### src/rtl/reorder_issue_scheduler.sv
// rtl/reorder_issue_scheduler.sv - tagged round-robin issue stage with credit limit for the reorder buffer
module reorder_issue_scheduler #(
    parameter int DATA_WIDTH   = 64,
    parameter int N_LANES      = 4,
    parameter int DEPTH        = 64,
    parameter int SERIAL_WIDTH = $clog2(DEPTH)
) (
    input  logic                              clk,
    input  logic                              rst_n,
    input  logic [DATA_WIDTH-1:0]             in_data,
    input  logic                              in_keep,
    input  logic                              in_last,
    input  logic                              in_valid,
    output logic                              in_ready,
    input  logic [N_LANES-1:0]                lane_en,
    output logic [N_LANES*DATA_WIDTH-1:0]     lane_data,
    output logic [N_LANES-1:0]                lane_keep,
    output logic [N_LANES-1:0]                lane_last,
    output logic [N_LANES*SERIAL_WIDTH-1:0]   lane_tag,
    output logic [N_LANES-1:0]                lane_valid,
    input  logic [N_LANES-1:0]                lane_ready,
    input  logic                              retire,
    output logic [SERIAL_WIDTH:0]             inflight,
    output logic                              idle,
    output logic                              err_underflow
);
    localparam int PTR_W = (N_LANES > 1) ? $clog2(N_LANES) : 1;
    localparam logic [SERIAL_WIDTH:0] FULL_COUNT = (SERIAL_WIDTH+1)'(DEPTH);

    logic [PTR_W-1:0]        rr_ptr;
    logic [SERIAL_WIDTH-1:0] serial;
    logic [N_LANES-1:0]      lane_free;
    logic [PTR_W-1:0]        sel;
    logic                    sel_found;
    logic                    issue;

    // A lane can take a beat if enabled and either empty or draining this cycle
    assign lane_free = lane_en & (~lane_valid | lane_ready);

    // Pick the first free lane starting at rr_ptr and wrapping around
    always_comb begin
        int idx;
        logic [PTR_W-1:0] cand;
        sel       = '0;
        sel_found = 1'b0;
        idx       = 0;
        cand      = '0;
        for (int i = 0; i < N_LANES; i++) begin
            idx = int'(rr_ptr) + i;
            if (idx >= N_LANES) begin
                idx = idx - N_LANES;
            end
            cand = PTR_W'(idx);
            if (!sel_found && lane_free[cand]) begin
                sel       = cand;
                sel_found = 1'b1;
            end
        end
    end

    // Full credit count blocks input even when lanes are free; retire only helps next cycle
    assign in_ready = sel_found && (inflight < FULL_COUNT);
    assign issue    = in_valid && in_ready;
    assign idle     = (inflight == '0) && (lane_valid == '0);

    // Round-robin pointer, serial tag counter and per-lane valid flags
    always_ff @(posedge clk) begin
        if (!rst_n) begin
            rr_ptr     <= '0;
            serial     <= '0;
            lane_valid <= '0;
        end else begin
            for (int k = 0; k < N_LANES; k++) begin
                if (issue && (sel == PTR_W'(k))) begin
                    lane_valid[k] <= 1'b1;
                end else if (lane_ready[k]) begin
                    lane_valid[k] <= 1'b0;
                end
            end
            if (issue) begin
                serial <= serial + SERIAL_WIDTH'(1);
                rr_ptr <= (sel == PTR_W'(N_LANES - 1)) ? '0 : sel + PTR_W'(1);
            end
        end
    end

    // Lane payload registers load on issue and otherwise hold their contents
    always_ff @(posedge clk) begin
        for (int k = 0; k < N_LANES; k++) begin
            if (issue && (sel == PTR_W'(k))) begin
                lane_data[k*DATA_WIDTH +: DATA_WIDTH]     <= in_data;
                lane_keep[k]                              <= in_keep;
                lane_last[k]                              <= in_last;
                lane_tag[k*SERIAL_WIDTH +: SERIAL_WIDTH]  <= serial;
            end
        end
    end

    // Credit counter with sticky underflow flag; a retire at zero is ignored
    always_ff @(posedge clk) begin
        if (!rst_n) begin
            inflight      <= '0;
            err_underflow <= 1'b0;
        end else begin
            case ({issue, retire})
                2'b10: inflight <= inflight + (SERIAL_WIDTH+1)'(1);
                2'b01: begin
                    if (inflight == '0) begin
                        err_underflow <= 1'b1;
                    end else begin
                        inflight <= inflight - (SERIAL_WIDTH+1)'(1);
                    end
                end
                2'b11: begin
                    if (inflight == '0) begin
                        inflight <= (SERIAL_WIDTH+1)'(1);
                    end
                end
                default: begin
                end
            endcase
        end
    end
endmodule

### config.mk
export PLATFORM = sky130hd
export DESIGN_NAME = reorder_issue_scheduler
export DESIGN_NICKNAME = d
export VERILOG_FILES = /design/src/rtl/reorder_issue_scheduler.sv
export SDC_FILE = /design/constraint.sdc
export NUM_CORES = 1
export LEC_CHECK = 0
export CORE_UTILIZATION = 45
export CTS_BUF_LIST = sky130_fd_sc_hd__clkbuf_2
export DETAILED_ROUTE_END_ITERATION = 10
export GPL_ROUTABILITY_DRIVEN = 0
export HOLD_SLACK_MARGIN = 0.05
export PLACE_DENSITY_LB_ADDON = 0.05
export SYNTH_ARGS = -nofsm -noshare
export SYNTH_HDL_FRONTEND = slang
export SYNTH_SLANG_ARGS = --single-unit
export TNS_END_PERCENT = 1
### constraint.sdc
create_clock -name clk -period 4.8 [get_ports clk]
set_input_delay 0.48 -clock clk [delete_from_list [all_inputs] [get_ports clk]]
set_output_delay 0.48 -clock clk [all_outputs]
set_load 0.005 [all_outputs]
Word level (Yosys, flattened, before mapping)
Cells that the tools add are included.
{ "totals": {"inputBits": 78, "out_inout_bits": 302, "elab_cells": 110, "regBits": 308} }
{ "op_classes": {"eq_ne": 8, "reduce_logical": 23, "n_addsub": 11, "bitwise_logic": 3, "mux": 32, "n_lt_le_gt_ge": 9} }
{ "op_table": {"columns": ["cell", "n"], "rows": [
  ["7-bit one-hot mux with 3 select lines", 1],
  ["2-bit 2-to-1 mux", 9],
  ["1-bit 2-to-1 mux", 16],
  ["7-bit 2-to-1 mux", 2],
  ["2-bit by 3-bit < comparator with 1-bit output, second input constant", 4],
  ["1-bit logical AND", 10],
  ["3-bit >= comparator, second input constant", 3],
  ["1-bit binary-select mux with 2-bit select", 4],
  ["2-bit equality test, second input constant", 4],
  ["2-bit nonzero test", 4],
  ["2-bit by 1-bit subtractor with 2-bit output, second input constant", 4],
  ["7-bit by 1-bit adder with 7-bit output, second input constant", 1],
  ["7-bit logical NOT", 1],
  ["7-bit < comparator, second input constant", 1],
  ["7-bit by 1-bit subtractor with 7-bit output, second input constant", 1],
  ["2-bit by 2-bit adder with 3-bit output, second input constant", 2],
  ["6-bit by 1-bit adder with 6-bit output, second input constant", 1],
  ["4-bit AND", 1],
  ["2-bit by 1-bit equality test with 1-bit output, second input constant", 2],
  ["4-bit logical NOT", 1],
  ["2-bit != test, second input constant", 2],
  ["4-bit inverter", 1],
  ["4-bit OR", 1],
  ["2-bit by 1-bit adder with 3-bit output, second input constant", 1],
  ["7 further kinds", 9]
]} }

Longest topological paths before layout
{ "depth": {"word_depth": 20, "ltp_mapped": 11, "ltp_nobuf": 10} }

Worst setup path before layout
OpenSTA, ideal clock, no wires.
{ "synth_timing": {"path_kind": "input to register", "startpoint": "input port lane_ready[0]", "endpoint": "register lane_data[192], enable pin", "setup_slack_ps": 1201, "cell_stages": 5, "t_arrival_ps": 3160, "required_time_ps": 4361, "setup_time_ps": 439, "path_buffers": 1, "cell_sequence": "nand2b_1 -> a22oi_1 -> a21oi_2 -> buf_2 -> and2_1"} }
{ "synth_via": {"elab_chain_cells": 17, "word_cells_on_any_way": 28, "classes_between": "eq/ne (1); mux (16); bitwise (2); reduce/logical (9)"} }
{ "synth_lines": {"columns": ["item", "line_no", "rtl"], "rows": [
  ["start, declared", "21", "input logic [N_LANES-1:0] lane_ready,"],
  ["4-bit OR *", "38", "assign lane_free = lane_en & (~lane_valid | lane_ready);"],
  ["4-bit AND *", "38", null],
  ["1-bit binary-select mux with 2-bit select", "54", "if (!sel_found && lane_free[cand]) begin"],
  ["1-bit 2-to-1 mux (implied by the code)", "54", null],
  ["1-bit 2-to-1 mux", "54", null],
  ["1-bit logical NOT", "54", null],
  ["1-bit logical AND", "54", null],
  ["1-bit 2-to-1 mux", "54", null],
  ["1-bit logical NOT", "54", null],
  ["1-bit logical AND", "54", null],
  ["1-bit 2-to-1 mux", "54", null],
  ["1-bit logical NOT", "54", null],
  ["1-bit logical AND", "54", null],
  ["1-bit 2-to-1 mux", "54", null],
  ["1-bit logical AND", "62", "assign in_ready = sel_found && (inflight < FULL_COUNT);"],
  ["1-bit logical AND", "63", "assign issue = in_valid && in_ready;"],
  ["1-bit logical AND *", "90", "if (issue && (sel == PTR_W'(k))) begin"],
  ["end signal, assigned by index", "91", "lane_data[k*DATA_WIDTH +: DATA_WIDTH] <= in_data;"],
  ["end, declared", "16", "output logic [N_LANES*DATA_WIDTH-1:0] lane_data,"]
]} }
Every way passes the cells marked *; elsewhere a longest branch is shown, timed or not. The select of a mux whose other input is x is not followed.
A chain may end at the register's enable or synchronous reset.

Worst setup path after layout
{ "layout_timing": {"startpoint": "register inflight[2]", "endpoint": "output port idle"} }
{ "layout_via": {"elab_chain_cells": 2} }
{ "layout_lines": {"columns": ["item", "line_no", "rtl"], "rows": [
  ["start, declared", "23", "output logic [SERIAL_WIDTH:0] inflight,"],
  ["start signal, assigned", "106", "2'b10: inflight <= inflight + (SERIAL_WIDTH+1)'(1);"],
  ["start signal, assigned", "111", "inflight <= inflight - (SERIAL_WIDTH+1)'(1);"],
  ["start signal, assigned", "116", "inflight <= (SERIAL_WIDTH+1)'(1);"],
  ["7-bit logical NOT", "64", "assign idle = (inflight == '0) && (lane_valid == '0);"],
  ["1-bit logical AND", "64", null],
  ["end, declared", "24", "output logic idle,"]
]} }
No other way between the ends.

==> flow_summary_export.csv <==
group,metric,value,unit
setup_path,crit_start,"inflight[2]",
drt,drt-initial-drc-count,292,
sta,rsz0062_at_grt,"no",
logic_synthesis,ys_warn_count,0,
setup_path,start_kind,"flip-flop",
logic_synthesis,syn_area_per_cell,23.2,um^2
floorplan,io_pins,380,
sta,drv_slew,0,
setup_path,slowest_stage,"or4_4",
logic_synthesis,synthDistinctLibCells,39,
drt,viasPerCell,4.77,
drt,dr.pass1.iters,4,
global_route,gr-usage-all-layers,21.7,%
global_route,antenna_found_initial,2,
clock_network,hold_buffers,0,
worst_hold_path,holdCritPathClass,"in -> reg",
clock_network,post-cts-setup-buffers,0,
logic_synthesis,syn_nets,518,
setup_path,ff2ff_path_depth,10,
run,drv_cap,0,
worst_hold_path,holdPathEnd,"lane_data[207]",
worst_hold_path,min_from,"in_data[15]",
floorplan,die_h,151,um
drt,ant_nets,0,
clock_network,ctsResizeCount,0,
clock_network,numCtsBuffers,73,
setup_path,crit_family,"simple AND/OR/NAND/NOR gates",
logic_synthesis,syn_area,9960,um^2
power,power_density,420,nW/um^2
worst_hold_path,hold_depth,1,
placed_design,portBuffers,379,
floorplan,die_area,22700,um^2
sta,fin_ws,1.59,ns
logic_synthesis,synthArstFlopShare,0,%
logic_synthesis,ys_top_cells_by_count,"edfxtp_1, dfxtp_1, and2_1",
sta,fmax,311,MHz
clock_network,ctsLongestPathBuffers,3,
floorplan,core_area,21800,um^2
setup_path,path_cells,"or4_4 -> or4_1 -> nor2_1 -> clkdlybuf4s50_1",
sta,fin_crit,3.21,ns
floorplan,die_x,151,um
logic_synthesis,synth_flop_cell,"edfxtp_1",
setup_path,worstSetupPathType,"reg -> out",
setup_path,crit_buf_inv,1,
global_route,grt_pass1_wl,35300,um
layout,drive_gt1_share,13.7,%
setup_path,worst_path_largest_cell_delay,0.57,ns
sta,setup-tns-final,0,ns
drt,drcViolationCount,0,
global_route,grt_pass1_vias,5737,
global_route,grt_max_degree,70,
global_route,grt_overflow_total,0,
logic_synthesis,yosysTopAreaCellShare,86.8,%
sta,min_period_over_period,67.0,%
layout,nets,974,
drt,wl,25200,um
clock_network,cts_tree,"yes",
placed_design,place_ws,1.07,ns
logic_synthesis,ys_top_cells_by_area,"edfxtp_1, dfxtp_1, ha_1, and2_1, xor2_1",
setup_path,r2r-start,"lane_valid[3]",
sta,final_hold_viol_count,0,
floorplan,rows,54,
logic_synthesis,yosysTopAreaCell,"edfxtp_1",
run_status,status,"finished, final reports clean",
setup_path,r2r_end,"inflight[6]",
logic_synthesis,synth-edff-count,288,
setup_path,critPathCaptureType,"output port",
logic_synthesis,syn_inst,429,
sta,setup-violations-final,0,
clock_network,clk_pin_slew_worst_paths,0.10,ns
sta,finalClockSkew,0.0457,ns
sta,tightestPinTransition,0.786,ns
drt,routedWlPerCell,20.6,um
layout,fin_util,68.2,%
placed_design,hpwl,17400,um
logic_synthesis,synth_seq_cells,308,
setup_path,path_max_fanout,4,
setup_path,worstPathRequired,4.32,ns
setup_path,worstPathArrival,2.73,ns
logic_synthesis,synth_most_common_cell,"edfxtp_1",
logic_synthesis,synth-seq-area-share,90.8,%
power,cellLeakagePower,5.23,nW
clock_network,clock_sinks,308,
power,peakVddDrop,0.000257,V
sta,maxSlewHeadroom,47.4,%
clock_network,insertion_delay,0.79,ns
layout,areaGrowthSynthToFinish,49.0,%
setup_path,r2r_slack,1.59,ns
floorplan,start_util,45.8,%
clock_network,clockRootBuffer,"clkbuf_2",
drt,dr_total_vias,5826,
clock_network,cts_max_level,3,
-- routing by layer --
layer | vias to the layer above | global-route usage (%) | part of all wire (%)
met1 | 2847 | 24.2 | 37
li1 | 2679 | - | -
met2 | 255 | 38.0 | 53
met4 | 0 | 9.85 | 2.8
met3 | 45 | 6.63 | 7.3
met5 | - | 0 | 0
-- cells in the final DEF, fill, tap and decap left out, drive strengths merged, types with 5 or more instances in the layout --
master         Yosys  final
clkdlybuf4s50      0    379
buf                1      5
clkinv             0     22
dfxtp             20     20
ha                10     10
a211oi             6      6
edfxtp           288    288
inv                7      5
nand2              8      8
a32o               5      5
nor2               6      6
and2              12     12
xor2               7      7
a21oi              5      5
clkbuf             2    108
-- logic make-up after synthesis --
family	after synthesis	synth area share (%)
AND/OR/NAND/NOR	45	2.61
multiplexers	4	0.402
XOR/XNOR	9	0.867
flip-flops	308	90.8
adder cells (fa/ha/maj)	11	1.46
buffers and inverters	10	0.389
AO/OA/AOI/OAI	42	3.43
-- worst max path at each step --
stage / to / slack, ns / cells past startpoint
final: idle / 1.59 / 4
after global routing: inflight[6] / 1.36 / 10
after CTS: idle / 1.48 / 4
after detailed placement: inflight[6] / 1.07 / 11
after global placement: inflight[6] / 1.23 / 11
after floorplan: lane_data[192] / 1.20 / 5
-- worst register-to-register path, stage by stage (launching register included) --
cell	delay, ns
dfxtp_1	0.36
nor2b_1	0.32
a2bb2oi_2	0.38
a21oi_2	0.11
nor2b_1	0.41
ha_1	0.39
a211oi_1	0.36
o21bai_1	0.14
a21oi_1	0.23
nor4b_1	0.27
o31a_1	0.16
-- layout make-up --
cell class	count	area [um^2]
antenna	2	5.00
clock buffer	108	541
clock inverter	21	111
fill	1522	6910
inverter	7	30.0
multi-input combinational	111	876
sequential	308	9050
tap	280	350
timing repair buffer	384	3880
-- through the flow --
step	instance area (um^2)	cells	total power, W	hold slack [ns]
6_report	14800	1221	0.00624	0.328
5_1_grt	14800	1221	0.00655	0.237
4_1_cts	14800	1219	0.00633	0.225
3_5_place_dp	14200	1090	0.00471	0.461
3_3_place_gp	14200	1090	0.00468	0.457
2_1_floorplan	9960	429	0.00388	0.460
-- report_power, final --
group	leakage (nW)	internal, W	switching [W]
logic	1.91	0.000648	0.000555
clock network	0.508	0.000654	0.000956
registers	2.81	0.00330	0.000130
-- registers in the layout (all words and copies together), names as in the netlist --
register	flops
lane_valid	4
err_underflow	1
lane_last	4
lane_keep	4
inflight	7
lane_tag	24
rr_ptr	2
lane_data	256
serial	6
No activity file was read; power rests on OpenSTA's default activity.
